## config.mk

```make
export PLATFORM = sky130hd
export DESIGN_NAME = uart_tx_arb
export DESIGN_NICKNAME = d
export VERILOG_FILES = /design/src/rtl/uart_pkg.sv /design/src/rtl/uart_tx_arb_rr_pick.sv /design/src/rtl/uart_tx_arb.sv
export SDC_FILE = /design/constraint.sdc
export NUM_CORES = 1
export LEC_CHECK = 0
export ABC_AREA = 1
export CAP_MARGIN = 20
export CORE_UTILIZATION = 34
export DETAILED_ROUTE_END_ITERATION = 8
export GPL_TIMING_DRIVEN = 0
export PLACE_DENSITY = 0.65
export REMOVE_ABC_BUFFERS = 1
export SYNTH_ARGS = -nofsm -noshare
export SYNTH_HDL_FRONTEND = slang
export SYNTH_SLANG_ARGS = --single-unit
export TNS_END_PERCENT = 10
```

## constraint.sdc

```tcl
create_clock -name clk -period 1.8 [get_ports clk]
set_input_delay 0.27 -clock clk [delete_from_list [all_inputs] [get_ports clk]]
set_output_delay 0.27 -clock clk [all_outputs]
set_load 0.05 [all_outputs]
```

## src/rtl/uart_pkg.sv

```systemverilog
// Shared encodings for the UART transmit-side blocks.
package uart_pkg;
  localparam int DATA_W = 8;

  typedef enum logic [1:0] {
    IDLE      = 2'd0,
    LAUNCH    = 2'd1,
    WAIT_BUSY = 2'd2,
    WAIT_DONE = 2'd3
  } state_t;
endpackage

```

## src/rtl/uart_tx_arb_rr_pick.sv

```systemverilog
// Combinational round-robin search: first set req bit after 'last', wrapping modulo NREQ.
module rr_pick #(
  parameter int NREQ = 2
) (
  input  logic [NREQ-1:0] req,
  input  logic [2:0]      last,
  output logic [2:0]      win,
  output logic            any
);
  logic [NREQ-1:0] rot;

  // Rotate so bit 0 is the requester right after 'last'; last+1 wraps to 0 only when NREQ=8.
  assign rot = NREQ'({req, req} >> (last + 3'd1));

  always_comb begin
    win = '0;
    any = 1'b0;
    for (int j = NREQ - 1; j >= 0; j--) begin
      if (rot[j]) begin
        win = 3'((int'(last) + 1 + j) % NREQ);
        any = 1'b1;
      end
    end
  end
endmodule

```

## src/rtl/uart_tx_arb.sv

```systemverilog
// Round-robin arbiter sharing one UART transmitter among NREQ byte producers.
module uart_tx_arb
  import uart_pkg::*;
#(
  parameter int NREQ     = 2,
  parameter int START_TO = 16
) (
  input  logic                   clk,
  input  logic                   reset,
  input  logic [NREQ-1:0]        req_valid,
  input  logic [DATA_W*NREQ-1:0] req_data,
  output logic [NREQ-1:0]        req_ready,
  output logic                   tx_start,
  output logic [DATA_W-1:0]      tx_data,
  input  logic                   tx_busy,
  output logic [2:0]             grant_id,
  output logic                   start_err
);
  localparam int CW = (START_TO > 2) ? $clog2(START_TO) : 1;

  state_t        state;
  logic [CW-1:0] cnt;
  logic [CW-1:0] cnt_nxt;
  logic [2:0]    win;
  logic          any;
  logic          pick_ok;

  rr_pick #(.NREQ(NREQ)) u_pick (
    .req  (req_valid),
    .last (grant_id),
    .win  (win),
    .any  (any)
  );

  // Accept is combinational on req_valid so a late requester still competes this cycle.
  assign pick_ok   = (state == IDLE) && !tx_busy && any;
  assign req_ready = (reset && pick_ok) ? (NREQ'(1) << win) : '0;
  assign cnt_nxt   = cnt + CW'(1);

  always_ff @(posedge clk or negedge reset) begin
    if (!reset) begin
      state     <= IDLE;
      tx_start  <= 1'b0;
      tx_data   <= '0;
      grant_id  <= 3'(NREQ - 1);
      start_err <= 1'b0;
      cnt       <= '0;
    end else begin
      tx_start <= 1'b0;
      case (state)
        IDLE: if (pick_ok) begin
          tx_data  <= DATA_W'(req_data >> (DATA_W * int'(win)));
          grant_id <= win;
          tx_start <= 1'b1;
          state    <= LAUNCH;
        end
        LAUNCH: begin
          cnt   <= '0;
          state <= WAIT_BUSY;
        end
        WAIT_BUSY: begin
          if (tx_busy) begin
            cnt   <= '0;
            state <= WAIT_DONE;
          end else if (cnt_nxt == CW'(START_TO - 1)) begin
            // Transmitter never picked the byte up: flag it and drop the byte.
            start_err <= 1'b1;
            cnt       <= '0;
            state     <= IDLE;
          end else begin
            cnt <= cnt_nxt;
          end
        end
        WAIT_DONE: if (!tx_busy) state <= IDLE;
        default: state <= IDLE;
      endcase
    end
  end
endmodule

```

==> Implementation_results.wiki, run 1 <==
{| class="wikitable"
! Metric !! Value
|-
| Result of the run || finished, violations left
|-
| Violations in the final reports || hold timing
|-
| Relative slew slack || 0.657
|-
| Start point of the critical path || state[1]
|-
| Area delta synth->final || 51.5%
|-
| Internal power consumption || 1160 uW
|-
| Category of the most critical setup path || register to output pin
|-
| H-tree levels || 1
|-
| Internal reg-to-reg setup slack || 330 ps
|-
| Final-report setup violation count || 0
|-
| Number of nets with antenna violations after detailed routing || 0
|-
| Worst EP required || 1530 ps
|-
| Final Net Count || 192
|-
| Cell taking the most area after synthesis || dfrtp_1
|-
| Clock latency of the later-clocked register in the worst-skew pair || 290 ps
|-
| Part of the total power dissipated in the clock network || 0.094
|-
| Average wire length per cell after detail routing || 11.5 um
|-
| Register clock-pin slew on the reported worst setup and hold paths || 110 ps
|-
| Launch point of the worst reg-to-reg path || state[1]
|-
| Static leakage || 0.000695 uW
|-
| Critical Path Slowest Stage Cell || dfrtp_1
|-
| Largest vdd supply drop || 0.885 mV
|-
| Cell type group with the largest total delay on the critical path || flip-flops
|-
| # IOs || 36
|-
| Floorplan row count || 19
|-
| YS warnings || 0
|-
| Slew at the pin with the worst max-slew slack || 513 ps
|-
| Max Clock Skew || 5.63 ps
|-
| Worst path bufs/invs || 3
|-
| Count of unique library cells instantiated by Yosys || 25
|-
| Power density normalized to cell area || 1510 mW/mm^2
|-
| Number of global-route vias before repair || 874
|-
| Share of cells above drive strength 1 || 0.220
|-
| Number of iterations in the first detailed-routing pass || 4
|-
| Antenna cells || 0
|-
| Fin util || 0.539
|-
| Crit start category || register
|-
| Overall fraction of global-route tracks in use || 0.145
|-
| Area contributors post-synth || dfrtp_1 41%, nand2_1 9.7%, ha_1 7.7%
|-
| Maximum capacitance violations || 0
|-
| Area taken by flip-flops and latches || 427 sq um
|-
| Detailed-route wire length || 2.24 mm
|-
| Tcrit/Tclk final || 0.992
|-
| Peak per-stage delay on the critical path || 450 ps
|-
| Instance area at placement || 0.00132 sq mm
|-
| Switching component of the power || 1060 uW
|-
| Routability congestion estimate || 0.857
|-
| Fraction of power spent switching nets || 0.475
|-
| Area taken by multi-input logic gates || 503 sq um
|-
| Synthesized flop and latch total || 17
|-
| CTS tree || built
|-
| Final global-route overflow total || 0
|-
| Largest net degree at the start of global routing || 19
|-
| DRC || 0
|-
| Count of input and output buffers || 33
|-
| Starting density of the core || 0.356
|-
| Hold-fix buffer count after cts || 0
|-
| Root cell of the clock tree || clkbuf_4
|-
| Largest buffer count on any clock path || 2
|-
| Detailed placer's ending HPWL || 1.60 mm
|-
| Unrepaired setup endpoints after global routing || yes
|-
| Number of instances in the synthesized netlist || 120
|-
| Most common cell after layout, fill and taps aside || clkdlybuf4s50_1
|-
| Vertical die dimension || 55.5 um
|-
| Final-report hold violation count || 3
|-
| Number of antenna violations at the first check in global routing || 0
|-
| Starting DRT DRC Count || 7
|-
| Final Slew Violations || 0
|-
| Total number of vias || 934
|-
| Worst Setup End Kind || output pin
|-
| Die width || 55.5 um
|-
| Arrival time of data at the critical path endpoint || 1510 ps
|-
| Sequential cell area fraction in the yosys report || 0.439
|-
| Total number of clock tree sinks || 17
|-
| Fill cell instance count of the final layout || 257
|-
| Critical Path, Cell by Cell || inv_2 > ha_4 > nand3_4 > inv_4 > nand2_4 > nor2_4 > buf_6
|-
| First-pass GRT wire length || 3.52 mm
|-
| Total clock buffers created by CTS || 3
|-
| Post-synthesis instance area || 972 sq um
|-
| Max Fanout on Critical Path || 5
|-
| Highest-count cells in the layout ignoring fill and taps || 29 x clkdlybuf4s50_1, 24 x nand2_1, 16 x dfrtp_1, 13 x inv_1, 12 x buf_4
|-
| Shortest period the worst path allows || 1780 ps
|-
| Class of the tightest hold or removal check || input port to async pin
|-
| Final-layout worst hold slack || -1.51 ps
|-
| Average cell area after synthesis || 8.10 sq um
|-
| Post-synth top area share || 0.412
|-
| Final non-filler cell area || 0.00147 sq mm
|-
| Via density per instance || 4.79
|-
| Achievable clock frequency || 0.560 GHz
|-
| Combinational share of power || 0.622
|-
| Area of the placeable core || 0.00273 sq mm
|-
| Die Outline Area || 0.00308 sq mm
|-
| Part of the total power dissipated in sequential elements || 0.284
|}
[registers in the layout, indices dropped and copies added, names as in the netlist]
name	flops
tx_data	8
grant_id	1
cnt	4
tx_start	1
start_err	1
state	2
[final timing paths]
path                                end  depth (start not counted)
setup / recovery           req_ready[1]                          7
hold / removal                   cnt[3]                          1
setup reg to reg               state[1]                          8
hold reg to reg               start_err                          1
max in group asynchronous   grant_id[0]                          1
min in group clk              start_err                          1
[power groups by stage]
stage	Combinational (uW)	Sequential, uW	Clock (uW)
finish	1380	630	209
global route	1480	644	231
CTS	1250	626	215
detailed placement	1180	625	0
global placement	1150	618	0
floorplan	442	978	0
[logic make-up (layout without fill, tap and decap cells)]
family / count (synthesis) / in the layout / synth area share
AND/OR/NAND/NOR: 50 / 50 / 0.237
other: 1 / 2 / 0.00386
AO/OA/AOI/OAI: 24 / 24 / 0.148
flip-flops: 17 / 17 / 0.439
adder cells (fa/ha/maj): 6 / 6 / 0.0772
buffers and inverters: 22 / 65 / 0.0952
[synthesized netlist by cell type, drive strengths merged]
cell type,instances
o22ai,3
conb,1
buf,5
ha,6
nand2,31
nor2,12
a21boi,1
inv,17
nor3,1
a31o,1
dfstp,1
nand3,5
nand4,1
o21bai,1
dfrtp,16
a21oi,1
o21ai,17
[metrics by stage]
stage               power [uW]  cells  worst slack (ps)  hold slack, ps  TNS (ps)
global route              2360    195             -45.7            36.8     -83.7
detailed placement        1800    180             -1020             459     -3060
finish                    2220    195              15.3           -1.51         0
CTS                       2100    186             -86.2            14.8     -87.2
floorplan                 1420    116              -518           -25.6      -826
global placement          1770    180              -970             452     -2900
[what timing repair did]
action,CTS,global route
gates resized for setup,25,5
buffers inserted,2,9
endpoints found under the setup margin,3,2
pin swaps,1,2
[layer usage]
metal  vias up  share of wire  wire length [um]  track usage
li1        467              -                 -            -
met1       429           0.43               972        0.164
met2        34           0.49              1100        0.248
met3         4          0.064               144       0.0398
met4         0          0.012                27       0.0786
met5         -              0                 0            0
[layout make-up]
cell class | count | share of cell area
clock buffers | 4 | 0.0178
inverters | 17 | 0.0450
multi-input cells | 82 | 0.342
flip-flops and latches | 17 | 0.290
well taps | 31 | 0.0263
repair buffers | 44 | 0.280
No activity file was read; power rests on OpenSTA's default activity.
==> inputs of run 2 (changes only) <==
Settings changed: PLACE_DENSITY 0.65 to 0.63, SYNTH_HIERARCHICAL from default to 1.
==> Implementation_results.wiki, run 2 <==
{| class="wikitable"
! Metric !! Value
|-
| Result of the run || finished, violations left
|-
| Violations in the final reports || DRC, setup timing
|-
| Critical Path Slowest Stage Cell || dfstp_2
|-
| Total number of vias || 989 (+5.9%)
|-
| Area of the placeable core || 0.00305 sq mm (+12%)
|-
| Maximum capacitance violations || 0 (unchanged)
|-
| Hold-fix buffer count after cts || 0 (unchanged)
|-
| Detailed-route wire length || 2.56 mm (+14%)
|-
| Relative slew slack || 0.419 (-0.238)
|-
| Shortest period the worst path allows || 2300 ps (+512 ps)
|-
| Critical Path, Cell by Cell || ha_4 > inv_2 > nand2_2 > nand3_2 > nand2_2 > inv_2 > nand3b_4 > or2_4 > nor4_2 > buf_4
|-
| # IOs || 36 (unchanged)
|-
| Post-synth top area share || 0.414 (+0.00243)
|-
| Largest net degree at the start of global routing || 21 (+2)
|-
| Register clock-pin slew on the reported worst setup and hold paths || 110 ps (about the same)
|-
| Root cell of the clock tree || clkbuf_4
|-
| Number of iterations in the first detailed-routing pass || 6 (+2)
|-
| Post-synth EDFFs || 0 (unchanged)
|-
| Die Outline Area || 0.00343 sq mm (+11%)
|-
| Area delta synth->final || 43.2%
|-
| Final-layout worst hold slack || 63.4 ps (+64.9 ps)
|-
| Part of the total power dissipated in the clock network || 0.093 (about the same)
|-
| Routability congestion estimate || 0.774 (-9.7%)
|-
| Clock latency of the later-clocked register in the worst-skew pair || 300 ps (about the same)
|-
| Total clock buffers created by CTS || 3 (unchanged)
|-
| Commonest cells in the synthesized netlist || 36 x nand2_1, 18 x dfrtp_1, 16 x inv_1
|-
| Overall fraction of global-route tracks in use || 0.164 (+0.0187)
|-
| YS warnings || 6 (+6)
|-
| Worst setup slack after placement || -1170 ps (-148 ps)
|-
| First-pass GRT wire length || 4.18 mm (+19%)
|-
| DRC || 2 (+2)
|-
| H-tree levels || 1 (unchanged)
|-
| Most instantiated flip-flop cell in the synthesis netlist || dfrtp_1
|-
| Share of cells above drive strength 1 || 0.180 (-0.0399)
|-
| Unrepaired setup endpoints after global routing || yes
|-
| Count of input and output buffers || 35 (+6.1%)
|-
| # placed instances || 204 (+13%)
|-
| Launch point of the worst reg-to-reg path || grant_id[0]
|-
| Area contributors post-synth || dfrtp_1 41%, nand2_1 12%, ha_1 8.1%
|-
| Number of nets with antenna violations after detailed routing || 0 (unchanged)
|-
| Instance area at placement || 0.00147 sq mm (+11%)
|-
| Sequential cell area fraction in the yosys report || 0.438 (about the same)
|-
| Setup TNS || -1040 ps (-1040 ps)
|-
| Final cell count without fillers || 211 (+8.2%)
|-
| Slew at the pin with the worst max-slew slack || 870 ps (+357 ps)
|-
| Internal power consumption || 1170 uW (about the same)
|-
| Total number of clock tree sinks || 19 (+2)
|-
| Register with the most flip-flops || tx_data
|-
| Class of the tightest hold or removal check || input port to async pin
|-
| Max Clock Skew || 9.98 ps (+4.35 ps)
|-
| Worst setup path endpoint || req_ready[1]
|-
| Largest vdd supply drop || 0.479 mV (-46%)
|-
| Worst Setup End Kind || output pin
|-
| Number of global-route vias before repair || 943 (+7.9%)
|-
| Floorplan row count || 20 (+1)
|-
| Share of flip-flops with an asynchronous set or reset || 1.00 (unchanged)
|-
| Final Worst Setup Slack || -497 ps (-512 ps)
|-
| Cell taking the most area after synthesis || dfrtp_1
|-
| Arrival time of data at the critical path endpoint || 2030 ps (+520 ps)
|-
| Die width || 58.6 um (+5.6%)
|-
| Max Fanout on Critical Path || 3 (-2)
|-
| Number of instances in the synthesized netlist || 128 (+6.7%)
|-
| Largest register FFs || 8 (unchanged)
|-
| Final Slew Violations || 0 (unchanged)
|-
| Via density per instance || 4.69 (-2.1%)
|-
| Leading registers by flop count || tx_data: 8 flops, cnt: 4 flops, grant_id: 3 flops
|-
| Power density normalized to cell area || 1500 mW/mm^2 (-0.26%)
|-
| Peak per-stage delay on the critical path || 580 ps (+130 ps)
|-
| Final Net Count || 196 (+2.1%)
|-
| Fraction of power spent switching nets || 0.502 (+0.0265)
|-
| Fill cell instance count of the final layout || 304 (+18%)
|-
| CTS tree || built
|-
| Logic depth of the worst register-to-register path || 12 (+4)
|-
| Part of the total power dissipated in sequential elements || 0.301 (+0.017)
|-
| Worst EP required || 1530 ps (about the same)
|-
| Antenna cells || 0 (unchanged)
|-
| Largest buffer count on any clock path || 2 (unchanged)
|-
| Static leakage || 0.000751 uW (+8.0%)
|-
| Starting DRT DRC Count || 46 (+39)
|-
| Count of unique library cells instantiated by Yosys || 26 (+4.0%)
|-
| Worst r2r dst || state[0]
|-
| Category of the most critical setup path || register to output pin
|-
| Final-report setup violation count || 5 (+5)
|-
| Synthesized flop and latch total || 19 (+2)
|-
| Crit start category || register
|-
| Internal reg-to-reg setup slack || -30 ps (-360 ps)
|-
| Post-synthesis instance area || 0.00109 sq mm (+12%)
|-
| Most numerous cell in the Yosys netlist || nand2_1
|-
| Start point of the critical path || grant_id[0]
|-
| Final non-filler cell area || 0.00156 sq mm (+5.7%)
|-
| Final-report hold violation count || 0 (-3)
|-
| Vertical die dimension || 58.6 um (+5.6%)
|-
| Number of antenna violations at the first check in global routing || 0 (unchanged)
|-
| Detailed placer's ending HPWL || 1.96 mm (+23%)
|-
| Final global-route overflow total || 0 (unchanged)
|-
| Most common cell after layout, fill and taps aside || nand2_1
|-
| Average wire length per cell after detail routing || 12.1 um (+5.4%)
|-
| Highest-count cells in the layout ignoring fill and taps || 34 x nand2_1, 28 x clkdlybuf4s50_1, 18 x dfrtp_1, 14 x inv_1, 9 x a22oi_1
|-
| Achievable clock frequency || 0.435 GHz (-22%)
|-
| Combinational share of power || 0.605 (-0.017)
|-
| Starting density of the core || 0.356 (+0.000541)
|-
| Switching component of the power || 1170 uW (+11%)
|-
| Tcrit/Tclk final || 1.28 (+0.284)
|-
| Average cell area after synthesis || 8.49 sq um (+4.9%)
|}
run 2: changes by cell type after synthesis, sizes merged, moves of 2 or more:
| cell | before | now |
|---|---|---|
| dfrtp | 16 | 18 |
| nor4 | 0 | 2 |
| nand2 | 31 | 38 |
| nor2 | 12 | 4 |
| o21ai | 17 | 12 |
| or2 | 0 | 2 |
| a22oi | 0 | 9 |
run 2: per-stage QoR:
stage          total power [uW]  utilization
2_1_floorplan              1610            -
3_3_place_gp               1990        0.480
3_5_place_dp               2050        0.480
4_1_cts                    2330        0.500
5_1_grt                    2520        0.510
6_report                   2340        0.510
run 2: timing repair:
item	in CTS	in global routing
setup endpoints to repair	15	17
pin swaps	1	1
endpoints found under the hold margin	0	0
cloned	0	0
gates resized for setup	21	11
buffers inserted	3	0
run 2: worst min path at each step:
stage	start	to	slack (ps)	depth (start not counted)
4_1_cts	reset	grant_id[2]	480	1
2_1_floorplan	reset	cnt[0]	-30	0
5_1_grt	reset	grant_id[2]	140	1
6_report	reset	grant_id[2]	60	1
3_5_place_dp	start_err	start_err	460	1
3_3_place_gp	tx_data[0]	tx_data[0]	480	2
run 2: cell type report:
class                           count  area (sq um)  area share
Multi-Input combinational cell     88           558       0.359
Sequential cell                    19           477       0.306
Timing Repair Buffer               38           373       0.240
Inverter                           18          67.6      0.0434
Tap cell                           44          55.1      0.0354
Clock buffer                        4          26.3      0.0169
run 2: critical path: cells and delay by family (launching register included):
family        cells  cell delay [ps]
fa+ha+maj         1              210
simple gates      6              630
flops             1              580
buf+inv           3              330
run 2: layer usage:
layer / part of all wire / track usage
met5: 0 / 0
met4: 0.016 / 0.0816
met3: 0.026 / 0.0242
met1: 0.42 / 0.195
met2: 0.53 / 0.289
run 2: kinds of logic after synthesis:
| group | after synthesis | synth area share |
|---|---|---|
| AND/OR/NAND/NOR | 53 | 0.238 |
| AO/OA/AOI/OAI | 26 | 0.148 |
| buffers and inverters | 22 | 0.0909 |
| flip-flops | 19 | 0.438 |
| adder cells (fa/ha/maj) | 7 | 0.0805 |
| other | 1 | 0.00345 |
run 2: power groups by stage:
stage	clock (uW)	sequential (uW)	combinational, uW
after CTS	228	706	1400
after detailed placement	0	711	1340
final	218	705	1420
after floorplan	0	1090	517
after global placement	0	696	1290
after global routing	247	726	1550
